[config.mk]
export PLATFORM = sky130hd
export DESIGN_NAME = dmem_bus_master
export DESIGN_NICKNAME = d
export VERILOG_FILES = /design/src/rtl/dmem_bus_master.sv
export SDC_FILE = /design/constraint.sdc
export NUM_CORES = 1
export LEC_CHECK = 0
export CAP_MARGIN = 40
export CORE_MARGIN = 2
export CORE_UTILIZATION = 44
export CTS_CLUSTER_SIZE = 28
export DETAILED_ROUTE_END_ITERATION = 12
export GPL_TIMING_DRIVEN = 0
export PLACE_DENSITY_LB_ADDON = 0.3
export SKIP_CTS_REPAIR_TIMING = 1
export SYNTH_ARGS = -nofsm -noshare
export SYNTH_HDL_FRONTEND = slang
export SYNTH_SLANG_ARGS = --single-unit
[constraint.sdc]
create_clock -name clk -period 4.2 [get_ports clk]
set_input_delay 1.26 -clock clk [delete_from_list [all_inputs] [get_ports clk]]
set_output_delay 1.26 -clock clk [all_outputs]
set_load 0.1 [all_outputs]
[src/rtl/dmem_bus_master.sv]
// Processor-side initiator for the external data-memory bus: one load/store at a time,
// alignment check, wait-state timeout, load extension and store lane placement.
module dmem_bus_master #(
    parameter int BIT_WIDTH = 32,
    parameter int TIMEOUT   = 16
) (
    input  logic                 clk,
    input  logic                 rst,
    input  logic                 req_valid,
    output logic                 req_ready,
    input  logic                 req_write,
    input  logic [1:0]           req_size,
    input  logic                 req_uns,
    input  logic [BIT_WIDTH-1:0] req_addr,
    input  logic [BIT_WIDTH-1:0] req_wdata,
    output logic                 rsp_valid,
    output logic [BIT_WIDTH-1:0] rsp_rdata,
    output logic                 rsp_err,
    output logic                 stall,
    output logic [BIT_WIDTH-1:0] DAD,
    output logic                 MREQ,
    output logic                 WRITE,
    output logic [1:0]           SIZE,
    output logic [BIT_WIDTH-1:0] ddt_o,
    output logic                 ddt_oe,
    input  logic [BIT_WIDTH-1:0] ddt_i,
    input  logic                 ACKD_n
);

    typedef enum logic {S_IDLE, S_BUS} state_t;

    localparam logic [1:0] SZ_WORD = 2'b00;
    localparam logic [1:0] SZ_HALF = 2'b01;

    // Counter only needs to reach TIMEOUT-1; with TIMEOUT==0 it just saturates.
    localparam int            CW       = (TIMEOUT > 1) ? $clog2(TIMEOUT) : 1;
    localparam logic [CW-1:0] CNT_LAST = CW'((TIMEOUT > 0) ? TIMEOUT - 1 : 0);

    state_t        state;
    logic [CW-1:0] cnt;
    logic          uns_q;
    logic          handshake;

    function automatic logic misaligned(input logic [1:0] sz, input logic [1:0] a);
        case (sz)
            SZ_WORD: return a != 2'b00;
            SZ_HALF: return a[0];
            default: return 1'b0;
        endcase
    endfunction

    function automatic logic [BIT_WIDTH-1:0] store_lane(input logic [1:0] sz,
                                                        input logic [BIT_WIDTH-1:0] d);
        case (sz)
            SZ_WORD: return d;
            SZ_HALF: return {{(BIT_WIDTH-16){1'b0}}, d[15:0]};
            default: return {{(BIT_WIDTH-8){1'b0}}, d[7:0]};
        endcase
    endfunction

    function automatic logic [BIT_WIDTH-1:0] load_ext(input logic [1:0] sz, input logic uns,
                                                      input logic [BIT_WIDTH-1:0] d);
        case (sz)
            SZ_WORD: return d;
            SZ_HALF: return {{(BIT_WIDTH-16){~uns & d[15]}}, d[15:0]};
            default: return {{(BIT_WIDTH-8){~uns & d[7]}}, d[7:0]};
        endcase
    endfunction

    assign req_ready = (state == S_IDLE);
    assign handshake = req_valid & req_ready;
    assign stall     = (state != S_IDLE) | handshake;
    assign ddt_oe    = MREQ & WRITE;

    always_ff @(posedge clk) begin
        if (rst) begin
            state     <= S_IDLE;
            cnt       <= '0;
            uns_q     <= 1'b0;
            MREQ      <= 1'b0;
            WRITE     <= 1'b0;
            SIZE      <= 2'b00;
            DAD       <= '0;
            ddt_o     <= '0;
            rsp_valid <= 1'b0;
            rsp_err   <= 1'b0;
            rsp_rdata <= '0;
        end else begin
            rsp_valid <= 1'b0;
            rsp_err   <= 1'b0;
            rsp_rdata <= '0;
            case (state)
                S_IDLE: begin
                    if (handshake) begin
                        cnt <= '0;
                        if (misaligned(req_size, req_addr[1:0])) begin
                            rsp_valid <= 1'b1;
                            rsp_err   <= 1'b1;
                        end else begin
                            DAD   <= req_addr;
                            WRITE <= req_write;
                            SIZE  <= req_size;
                            ddt_o <= req_write ? store_lane(req_size, req_wdata) : '0;
                            uns_q <= req_uns;
                            MREQ  <= 1'b1;
                            state <= S_BUS;
                        end
                    end
                end
                S_BUS: begin
                    if (!ACKD_n) begin
                        MREQ      <= 1'b0;
                        state     <= S_IDLE;
                        rsp_valid <= 1'b1;
                        if (!WRITE)
                            rsp_rdata <= load_ext(SIZE, uns_q, ddt_i);
                    end else if (TIMEOUT != 0 && cnt == CNT_LAST) begin
                        MREQ      <= 1'b0;
                        state     <= S_IDLE;
                        rsp_valid <= 1'b1;
                        rsp_err   <= 1'b1;
                    end else if (cnt != '1) begin
                        cnt <= cnt + 1'b1;
                    end
                end
                default: state <= S_IDLE;
            endcase
        end
    end

endmodule
-- Word level (Yosys, flattened, before mapping)
Cells that the tools add are included.
- logic and storage cells: 66
- register bits: 108
- output and inout bits: 105
- multiplexer cells: 29
- add/sub/neg operators: 1
- bitwise logic cells: 8
- reductions and logical operators: 7
- eq/ne operators: 10
- operators by type and width (cell ; number):
    32-bit case mux with 2 select lines ; 2
    32-bit two-way mux ; 1
    1-bit two-way mux ; 16
    4-bit two-way mux ; 4
    1-bit case mux with 2 select lines ; 5
    4-bit case mux with 2 select lines ; 1
    2-bit inequality test, second input constant ; 3
    3-bit AND reduction ; 2
    4-bit by 1-bit adder with 4-bit output, second input constant ; 1
    1-bit AND ; 4
    2-bit by 1-bit == test with 1-bit output, second input constant ; 2
    4-bit == test, second input constant ; 1
    2-bit logical NOT ; 2
    2-bit by 1-bit inequality test with 1-bit output, second input constant ; 2
    4-bit inequality test, second input constant ; 1
    4-bit AND reduction ; 1
    4-bit OR reduction ; 1
    3-bit by 2-bit inequality test with 1-bit output, second input constant ; 1
    1-bit NOT ; 3
    2-bit nonzero test ; 1
    1-bit bitwise OR ; 1

-- Depth between registers and ports, before layout
Gate-level depths: netlist of run 1.
- word-level depth: 8
- mapped depth: 7
- mapped depth without buffers: 4

-- Worst setup path before layout of run 1
No wires, ideal clock.
- path type: register to output
- start point: register WRITE
- end point: output ddt_oe
- required time: 2.940 ns
- path slack: 1.100 ns
- path buffers: 0
- cell stages (with the launch flop): 2
- arrival: 1.840 ns
- cells stage by stage: dfxtp_1 and2_1
- longest elaborated chain between the ends: 1
- ends and longest elaborated chain (element ; line ; text):
    start: declaration ; 22 ; output logic WRITE,
    start signal: assignment ; 101 ; WRITE <= req_write;
    1-bit AND ; 73 ; assign ddt_oe = MREQ & WRITE;
    end: declaration ; 25 ; output logic ddt_oe,
No other way between the ends.

-- Final worst setup path of run 1
- start point: input req_valid
- end point: output stall
- longest elaborated chain between the ends: 2
- ends and longest elaborated chain (element ; line ; text):
    start: declaration ; 9 ; input logic req_valid,
    1-bit AND ; 71 ; assign handshake = req_valid & req_ready;
    1-bit bitwise OR ; 72 ; assign stall = (state != S_IDLE) | handshake;
    end: declaration ; 19 ; output logic stall,
No other way between the ends.

==> results of run 1 <==
-- worst max-delay path: stages --
cell and delay [ns]:
clkdlybuf4s50_1 0.42, or2_2 0.29, clkdlybuf4s50_1 0.51, buf_16 0.21
-- per-layer routing --
layer / part of all wire / up-vias / GRT usage
li1: - / 2296 / -
met1: 0.37 / 2310 / 0.330
met2: 0.52 / 225 / 0.541
met3: 0.065 / 56 / 0.0649
met4: 0.042 / 0 / 0.151
met5: 0 / - / 0
-- kinds of logic (layout without fill, tap and decap cells) --
| logic type | after synthesis | after routing |
|---|---|---|
| flops | 108 | 108 |
| mux | 32 | 32 |
| fa+ha+maj | 1 | 1 |
| compound gates | 109 | 109 |
| simple gates | 163 | 163 |
| buf+inv | 49 | 377 |
-- cells in the mapped netlist (2+ instances only) --
cell type | number | area [µm²]
and3_1 | 2 | 12.5
a21oi_2 | 16 | 140
clkbuf_1 | 19 | 71.3
o31ai_1 | 36 | 270
dfxtp_1 | 108 | 2160
a21oi_1 | 51 | 255
buf_1 | 9 | 33.8
buf_12 | 3 | 60.1
nand2b_1 | 42 | 263
buf_6 | 4 | 45.0
nor4_1 | 3 | 18.8
and2_1 | 10 | 62.6
mux2i_1 | 32 | 320
buf_2 | 11 | 55.1
nor2b_1 | 4 | 25.0
nand3_1 | 3 | 15.0
nand2_1 | 45 | 169
o211ai_1 | 2 | 15.0
nand3b_1 | 9 | 67.6
nand4_1 | 34 | 213
-- flip-flops by register name, indices dropped and copies added, names as in the netlist --
name	count
ddt_o	32
rsp_valid	1
uns_q	1
cnt	4
rsp_rdata	32
state	1
WRITE	1
MREQ	1
rsp_err	1
SIZE	2
DAD	32
-- per-stage QoR --
stage          worst slack, ns   util
2_1_floorplan             1.10      -
3_3_place_gp            -0.104  0.681
3_5_place_dp             0.234  0.869
4_1_cts                  0.234  0.890
5_1_grt                  0.212  0.890
6_report                 0.249  0.890
-- final cells by class --
| type | instances | area [µm²] | share of cell area |
|---|---|---|---|
| sequential | 108 | 2160 | 0.247 |
| clock inverter | 7 | 81.3 | 0.00930 |
| multi-input combinational | 305 | 2020 | 0.231 |
| inverter | 2 | 7.51 | 0.000859 |
| clock buffer | 9 | 124 | 0.0142 |
| buffer | 47 | 273 | 0.0312 |
| timing repair buffer | 312 | 3910 | 0.447 |
| tap | 133 | 166 | 0.0190 |
-- power by group through the flow --
stage                     sequential [mW]  combinational [mW]  clock [mW]
final                                1.08               0.778       0.671
after global routing                 1.08               0.804       0.710
after CTS                            1.08               0.778       0.673
after detailed placement             1.10               0.773           0
after global placement               1.10               0.614           0
after floorplan                      1.34               0.174           0
-- how the worst max path moves through the flow --
| stage | from | endpoint | slack, ns | cells after the start |
|---|---|---|---|---|
| floorplan | WRITE$_SDFFE_PP0P_ | ddt_oe | 1.10 | 1 |
| global placement | req_valid | stall | -0.10 | 3 |
| detailed placement | req_valid | stall | 0.23 | 4 |
| CTS | req_valid | stall | 0.23 | 4 |
| global route | req_valid | stall | 0.21 | 4 |
| finish | req_valid | stall | 0.25 | 4 |
==> impl_metrics.env, run 1 <==
export IMPL_status="complete, no violations"
export IMPL_fin_worst_skew_ns=0.0180
export IMPL_rr_endpoint="rsp_rdata[26]$_SDFF_PP0_"
export IMPL_synthXorXnorAreaFrac=0
export IMPL_cts_buffers=9
export IMPL_synth_edf_count=0
export IMPL_min_delay_start="DAD[2]$_SDFFE_PP0P_"
export IMPL_finalWirelength_um=16800
export IMPL_fmax_ghz=0.253
export IMPL_synth_top_family_by_area="simple AND/OR/NAND/NOR gates"
export IMPL_setup_violations=0
export IMPL_synth_cell_area_mm2=0.00446
export IMPL_p_sw_frac=0.339
export IMPL_p_comb_frac=0.307
export IMPL_die_area_mm2=0.0110
export IMPL_ff2ff_path_depth=4
export IMPL_syn_num_nets=567
export IMPL_hold_path_endpoint="DAD[2]$_SDFFE_PP0P_"
export IMPL_dr_pass1_iters=6
export IMPL_clk_path_buf_depth=2
export IMPL_htreeDepth=3
export IMPL_dpl_cell_count=907
export IMPL_final_layout_size_suffix_gt1_frac=0.206
export IMPL_cts_tree="done"
export IMPL_track_usage=0.300
export IMPL_antenna_found_initial=0
export IMPL_fillCellCount=455
export IMPL_period_share=0.941
export IMPL_avgRoutedWirePerCell_um=18.2
export IMPL_path_max_fanout=3
export IMPL_holdWs_ns=0.475
export IMPL_die_h_um=105
export IMPL_stdcell_count=923
export IMPL_clkPwrFrac=0.265
export IMPL_power_mw=2.53
export IMPL_grt_max_degree=20
export IMPL_ir_drop_v=0.000210
export IMPL_synthFlopType="dfxtp_1"
export IMPL_tightest_slew_ns=0.586
export IMPL_finalHoldViolCount=0
export IMPL_grt_pass1_wl_um=26100
export IMPL_tns_ns=0
export IMPL_cellPowerDensity_mw_per_mm2=289
export IMPL_yosys_mux_area_fraction=0.0718
export IMPL_clockRootBuffer="clkbuf_8"
export IMPL_clock_latency_ns=0.38
export IMPL_grt_pass1_vias=5011
export IMPL_drt_iter0_drc=220
export IMPL_worstPathArrival_ns=2.69
export IMPL_synth_compound_area_frac=0.160
export IMPL_ys_ff_latch=108
export IMPL_synth_area_per_cell_um2=9.65
export IMPL_maxCapViolCount=0
export IMPL_slew_violations=0
export IMPL_crit_type="input port to primary output"
export IMPL_netlist_instances=462
export IMPL_area_growth_pct=96.1
export IMPL_synth_cell_types=39
export IMPL_layout_min_cycle_time_ns=3.95
export IMPL_clk_pin_slew_ns=0.10
export IMPL_cp_end_kind="primary output"
export IMPL_grt_overflow=0
export IMPL_switchingPower_mw=0.857
export IMPL_cts_sinks=108
export IMPL_diodes=0
export IMPL_slew_headroom=0.608
export IMPL_layout_nets=890
export IMPL_seqPwrFrac=0.427
export IMPL_ys_seq_area_frac=0.485
export IMPL_vias=4887
export IMPL_cellLeakagePower_nw=3.43
export IMPL_mostFrequentLayoutCells="clkdlybuf4s50_1, dfxtp_1, buf_8"
export IMPL_dieWidth_um=105
export IMPL_synth_simple_gate_area_frac=0.217
export IMPL_synth_fa_ha_area_frac=0.00281
export IMPL_rsz0062_at_grt="no"
export IMPL_p_int_mw=1.67
export IMPL_placed_cell_area_mm2=0.00854
export IMPL_num_rows=36
export IMPL_cp_required_ns=2.94
export IMPL_stdcell_area_mm2=0.00874
export IMPL_viasPerCell=5.29
export IMPL_final_common_cell="clkdlybuf4s50_1"
export IMPL_regToRegStartpoint="uns_q$_SDFFE_PP0P_"
export IMPL_crit_path_start_kind="input port"
export IMPL_drtAntennaViolNets=0
export IMPL_hold_depth=2
export IMPL_portBuffers=206
export IMPL_r2r_setup_slack_ns=2.45
export IMPL_yosysWarnings=0
export IMPL_drc=0
export IMPL_io_pins=209
export IMPL_hold_path_class="flip-flop to flip-flop"
export IMPL_core_area_mm2=0.00982
export IMPL_start_util=0.454
export IMPL_async_flop_share=0
export IMPL_dpl_hpwl_um=13000
export IMPL_place_congestion=0.799
(Power assumes the default switching activity.)
==> run 2: changes to the inputs <==
CAP_MARGIN = 20   (was 40)
CTS_CLUSTER_SIZE = 12   (was 28)
==> run 2 against run 1 <==
  * Critical endpoint unchanged
  * Combinational power shrank 20%
  * Critical path depth fell by 1
  * First-iteration DRC count fell by 23%
==> impl_metrics.env, run 2 (synthesis gave the netlist of run 1 again) <==
export IMPL_holdWs_ns=0.475
export IMPL_hold_path_class="flip-flop to flip-flop"
export IMPL_htreeDepth=3
export IMPL_core_area_mm2=0.00982
export IMPL_grt_pass1_wl_um=21200
export IMPL_worstPathArrival_ns=2.66
export IMPL_crit_path_start_kind="input port"
export IMPL_dr_pass1_iters=4
export IMPL_seqCellArea_mm2=0.00216
export IMPL_drtAntennaViolNets=0
export IMPL_status="complete, no violations"
export IMPL_viasPerCell=5.22
export IMPL_post_route_util=0.706
export IMPL_fillCellCount=794
export IMPL_drt_iter0_drc=169
export IMPL_portBuffers=206
export IMPL_final_layout_size_suffix_gt1_frac=0.0819
export IMPL_start_util=0.454
export IMPL_dpl_hpwl_um=9840
export IMPL_dieWidth_um=105
export IMPL_avgRoutedWirePerCell_um=16.1
export IMPL_tns_ns=0
export IMPL_layout_nets=784
export IMPL_fmax_ghz=0.255
export IMPL_fin_ws_ns=0.276
export IMPL_grt_max_degree=19
export IMPL_cp_required_ns=2.94
export IMPL_cts_tree="done"
export IMPL_cellLeakagePower_nw=2.59
export IMPL_cts_buffers=9
export IMPL_clock_latency_ns=0.36
export IMPL_layout_min_cycle_time_ns=3.92
export IMPL_finalHoldViolCount=0
export IMPL_grt_overflow=0
export IMPL_tightest_slew_ns=1.04
export IMPL_cellPowerDensity_mw_per_mm2=356
export IMPL_area_growth_pct=55.6
export IMPL_drc=0
export IMPL_maxCapViolCount=0
export IMPL_die_area_mm2=0.0110
export IMPL_fin_worst_skew_ns=0.0124
export IMPL_cp_end_kind="primary output"
export IMPL_final_common_cell="clkdlybuf4s50_1"
export IMPL_die_h_um=105
export IMPL_cts_sinks=108
export IMPL_antenna_found_initial=0
export IMPL_clockRootBuffer="clkbuf_8"
export IMPL_io_pins=209
export IMPL_slew_violations=0
export IMPL_grt_pass1_vias=4283
export IMPL_path_max_fanout=3
export IMPL_dp_slack_ns=-0.116
export IMPL_slew_headroom=0.305
export IMPL_multi_input_area_mm2=0.00202
export IMPL_finalWirelength_um=13100
export IMPL_track_usage=0.235
export IMPL_crit_type="input port to primary output"
export IMPL_hold_depth=2
export IMPL_place_congestion=0.799
export IMPL_rsz0062_at_grt="no"
export IMPL_diodes=0
export IMPL_num_rows=36
export IMPL_clk_pin_slew_ns=0.09
export IMPL_ff2ff_path_depth=3
export IMPL_reg_largest_list="DAD x32, ddt_o x32, rsp_rdata x32"
export IMPL_vias=4266
export IMPL_period_share=0.934
export IMPL_mostFrequentLayoutCells="clkdlybuf4s50_1, dfxtp_1, a21oi_1"
export IMPL_ir_drop_v=0.000247
export IMPL_setup_violations=0
export IMPL_clk_path_buf_depth=2
[run 2: changes by cell type in the layout (fill, tap and decap cells not counted)]
cell / before / now
buf_16: 21 / 0
dlymetal6s2s_1: 0 / 1
clkinv_4: 2 / 1
buf_8: 84 / 0
bufinv_16: 1 / 3
clkdlybuf4s18_2: 1 / 0
clkinv_2: 1 / 0
clkbuf_1: 19 / 20
inv_6: 2 / 1
clkdlybuf4s50_1: 206 / 205
[run 2: layer usage]
layer / wire length, µm / part of all wire / track usage / up-vias
met3: 986 / 0.075 / 0.0643 / 29
met1: 5420 / 0.41 / 0.282 / 1974
met5: 0 / 0 / 0 / -
met4: 357 / 0.027 / 0.0838 / 0
met2: 6370 / 0.49 / 0.405 / 182
li1: - / - / - / 2081
[run 2: power breakdown]
part           leakage [nW]  total (mW)  internal, mW  switching (mW)
Combinational          1.59       0.623         0.213           0.409
Sequential            0.877        1.08          1.06          0.0203
Clock                 0.123       0.765         0.404           0.361
[run 2: worst paths after layout]
check                             to                start  slack, ns
max                            stall            req_valid       0.28
min              DAD[2]$_SDFFE_PP0P_  DAD[2]$_SDFFE_PP0P_       0.48
max reg2reg  rsp_rdata[2]$_SDFF_PP0_     state$_SDFF_PP0_       2.56
min reg2reg      DAD[2]$_SDFFE_PP0P_  DAD[2]$_SDFFE_PP0P_       0.48
[run 2: layout make-up]
class,instances,area share
clock buffers,10,0.0184
repair buffers,206,0.298
plain buffers,47,0.0393
well taps,133,0.0240
clock inverters,6,0.0171
inverters,2,0.00108
multi-input cells,305,0.291
flip-flops and latches,108,0.312
[run 2: through the flow]
| step | std cells | total power [mW] | cell area, µm² |
|---|---|---|---|
| final | 817 | 2.47 | 6940 |
| after global routing | 817 | 2.56 | 6940 |
| after CTS | 817 | 2.48 | 6930 |
| after detailed placement | 801 | 1.72 | 6690 |
| after global placement | 801 | 1.72 | 6690 |
| after floorplan | 462 | 1.51 | 4460 |
[run 2: worst max-delay path: stages]
cell             delay [ns]
clkdlybuf4s50_1        0.49
or2_2                  0.12
dlymetal6s2s_1         0.78
==> run 3: changes to the inputs <==
PLACE_DENSITY = 0.87   (was not set)
PLACE_DENSITY_LB_ADDON = not set   (was 0.3)
==> run 3 against run 2 <==
  * Wire length rose by 0.44%
  * Worst setup slack better by 0.0044 ns
  * Clock-buffer cell count rose by 1
  * Highest routed layer unchanged
  * Critical path type unchanged
  * Worst hold slack better by 0.0040 ns
  * Critical endpoint unchanged
  * Sequential power is essentially flat
==> impl_metrics.env, run 3 (synthesis gave the netlist of run 1 again) <==
export IMPL_status="complete, no violations"
export IMPL_power_mw=2.33
export IMPL_die_area_mm2=0.0110
export IMPL_setup_violations=0
export IMPL_hold_depth=2
export IMPL_crit_type="input port to primary output"
export IMPL_maxCapViolCount=0
export IMPL_rsz0062_at_grt="no"
export IMPL_ff2ff_path_depth=5
export IMPL_final_layout_size_suffix_gt1_frac=0.0833
export IMPL_grt_pass1_vias=4358
export IMPL_drtAntennaViolNets=0
export IMPL_stdcell_area_mm2=0.00688
export IMPL_dieWidth_um=105
export IMPL_htreeDepth=3
export IMPL_rr_endpoint="rsp_rdata[25]$_SDFF_PP0_"
export IMPL_dpl_cell_count=801
export IMPL_ir_drop_v=0.000212
export IMPL_diodes=0
export IMPL_portBuffers=206
export IMPL_drc=0
export IMPL_clk_path_buf_depth=2
export IMPL_cts_buffers=9
export IMPL_cp_end_kind="primary output"
export IMPL_finalHoldViolCount=0
export IMPL_io_pins=209
export IMPL_track_usage=0.240
export IMPL_layout_nets=784
export IMPL_reg_largest_list="DAD x32, ddt_o x32, rsp_rdata x32"
export IMPL_area_growth_pct=54.4
export IMPL_drt_iter0_drc=217
export IMPL_placed_cell_area_mm2=0.00669
export IMPL_grt_max_degree=19
export IMPL_min_delay_start="DAD[15]$_SDFFE_PP0P_"
export IMPL_cellLeakagePower_nw=2.57
export IMPL_crit_path_start_kind="input port"
export IMPL_cellPowerDensity_mw_per_mm2=338
export IMPL_clock_latency_ns=0.36
export IMPL_core_area_mm2=0.00982
export IMPL_dpl_hpwl_um=9990
export IMPL_place_congestion=0.783
export IMPL_r2r_setup_slack_ns=2.47
export IMPL_hold_path_class="flip-flop to flip-flop"
export IMPL_mostFrequentLayoutCells="clkdlybuf4s50_1, dfxtp_1, a21oi_1"
export IMPL_grt_overflow=0
export IMPL_antenna_found_initial=0
export IMPL_layout_min_cycle_time_ns=3.92
export IMPL_cts_tree="done"
export IMPL_finalWirelength_um=13200
export IMPL_clk_pin_slew_ns=0.11
export IMPL_dp_slack_ns=-0.103
export IMPL_dr_pass1_iters=5
export IMPL_final_common_cell="clkdlybuf4s50_1"
export IMPL_clockRootBuffer="clkbuf_8"
export IMPL_stdcell_count=817
export IMPL_avgRoutedWirePerCell_um=16.2
export IMPL_num_rows=36
export IMPL_viasPerCell=5.27
export IMPL_holdWs_ns=0.479
export IMPL_cp_required_ns=2.94
export IMPL_slew_violations=0
export IMPL_path_max_fanout=3
export IMPL_slew_headroom=0.315
export IMPL_fin_worst_skew_ns=0.0104
export IMPL_hold_path_endpoint="DAD[15]$_SDFFE_PP0P_"
export IMPL_cts_sinks=108
export IMPL_fmax_ghz=0.255
export IMPL_tightest_slew_ns=1.03
export IMPL_vias=4309
export IMPL_fin_ws_ns=0.281
export IMPL_start_util=0.454
export IMPL_die_h_um=105
export IMPL_worstPathArrival_ns=2.66
export IMPL_period_share=0.933
export IMPL_regToRegStartpoint="SIZE[1]$_SDFFE_PP0P_"
export IMPL_grt_pass1_wl_um=21300
-- run 3: changes by cell type in the layout (fill, tap and decap cells not counted) --
cell | previous run | this run
clkbuf_8 | 9 | 11
bufinv_16 | 3 | 0
inv_6 | 1 | 2
clkbuf_1 | 20 | 19
clkinv_2 | 0 | 1
-- run 3: worst max path at each step --
| stage | startpoint | to | slack, ns | cells past startpoint |
|---|---|---|---|---|
| finish | req_valid | stall | 0.28 | 3 |
| global route | req_valid | stall | 0.25 | 3 |
| CTS | req_valid | stall | -0.11 | 3 |
| detailed placement | req_valid | stall | -0.10 | 3 |
| global placement | req_valid | stall | -0.11 | 3 |
| floorplan | WRITE$_SDFFE_PP0P_ | ddt_oe | 1.10 | 1 |
-- run 3: per-stage QoR --
stage	utilization	TNS, ns
after detailed placement	0.681	-0.103
after global routing	0.701	0
after CTS	0.701	-0.110
final	0.701	0
after floorplan	-	0
after global placement	0.681	-0.106
-- run 3: report_power, final --
| group | internal (mW) | switching [mW] |
|---|---|---|
| combinational | 0.213 | 0.411 |
| sequential | 1.06 | 0.0197 |
| clock | 0.258 | 0.367 |
-- run 3: critical path: stages --
cell and delay (ns):
clkdlybuf4s50_1 0.49, or2_2 0.13, dlymetal6s2s_1 0.77
-- run 3: cell type report --
type                       instances  area (µm²)
clock inverter                     5        42.5
clock buffer                      11         151
inverter                           2        7.51
multi-input combinational        305        2020
fill                             786        2940
tap                              133         166
timing repair buffer             206        2060
sequential                       108        2160
buffer                            47         273
-- run 3: routing by layer --
layer / vias to the layer above / share of wire / global-route usage
li1: 2081 / - / -
met1: 2010 / 0.41 / 0.283
met2: 185 / 0.49 / 0.414
met3: 33 / 0.068 / 0.0618
met4: 0 / 0.031 / 0.0981
met5: - / 0 / 0
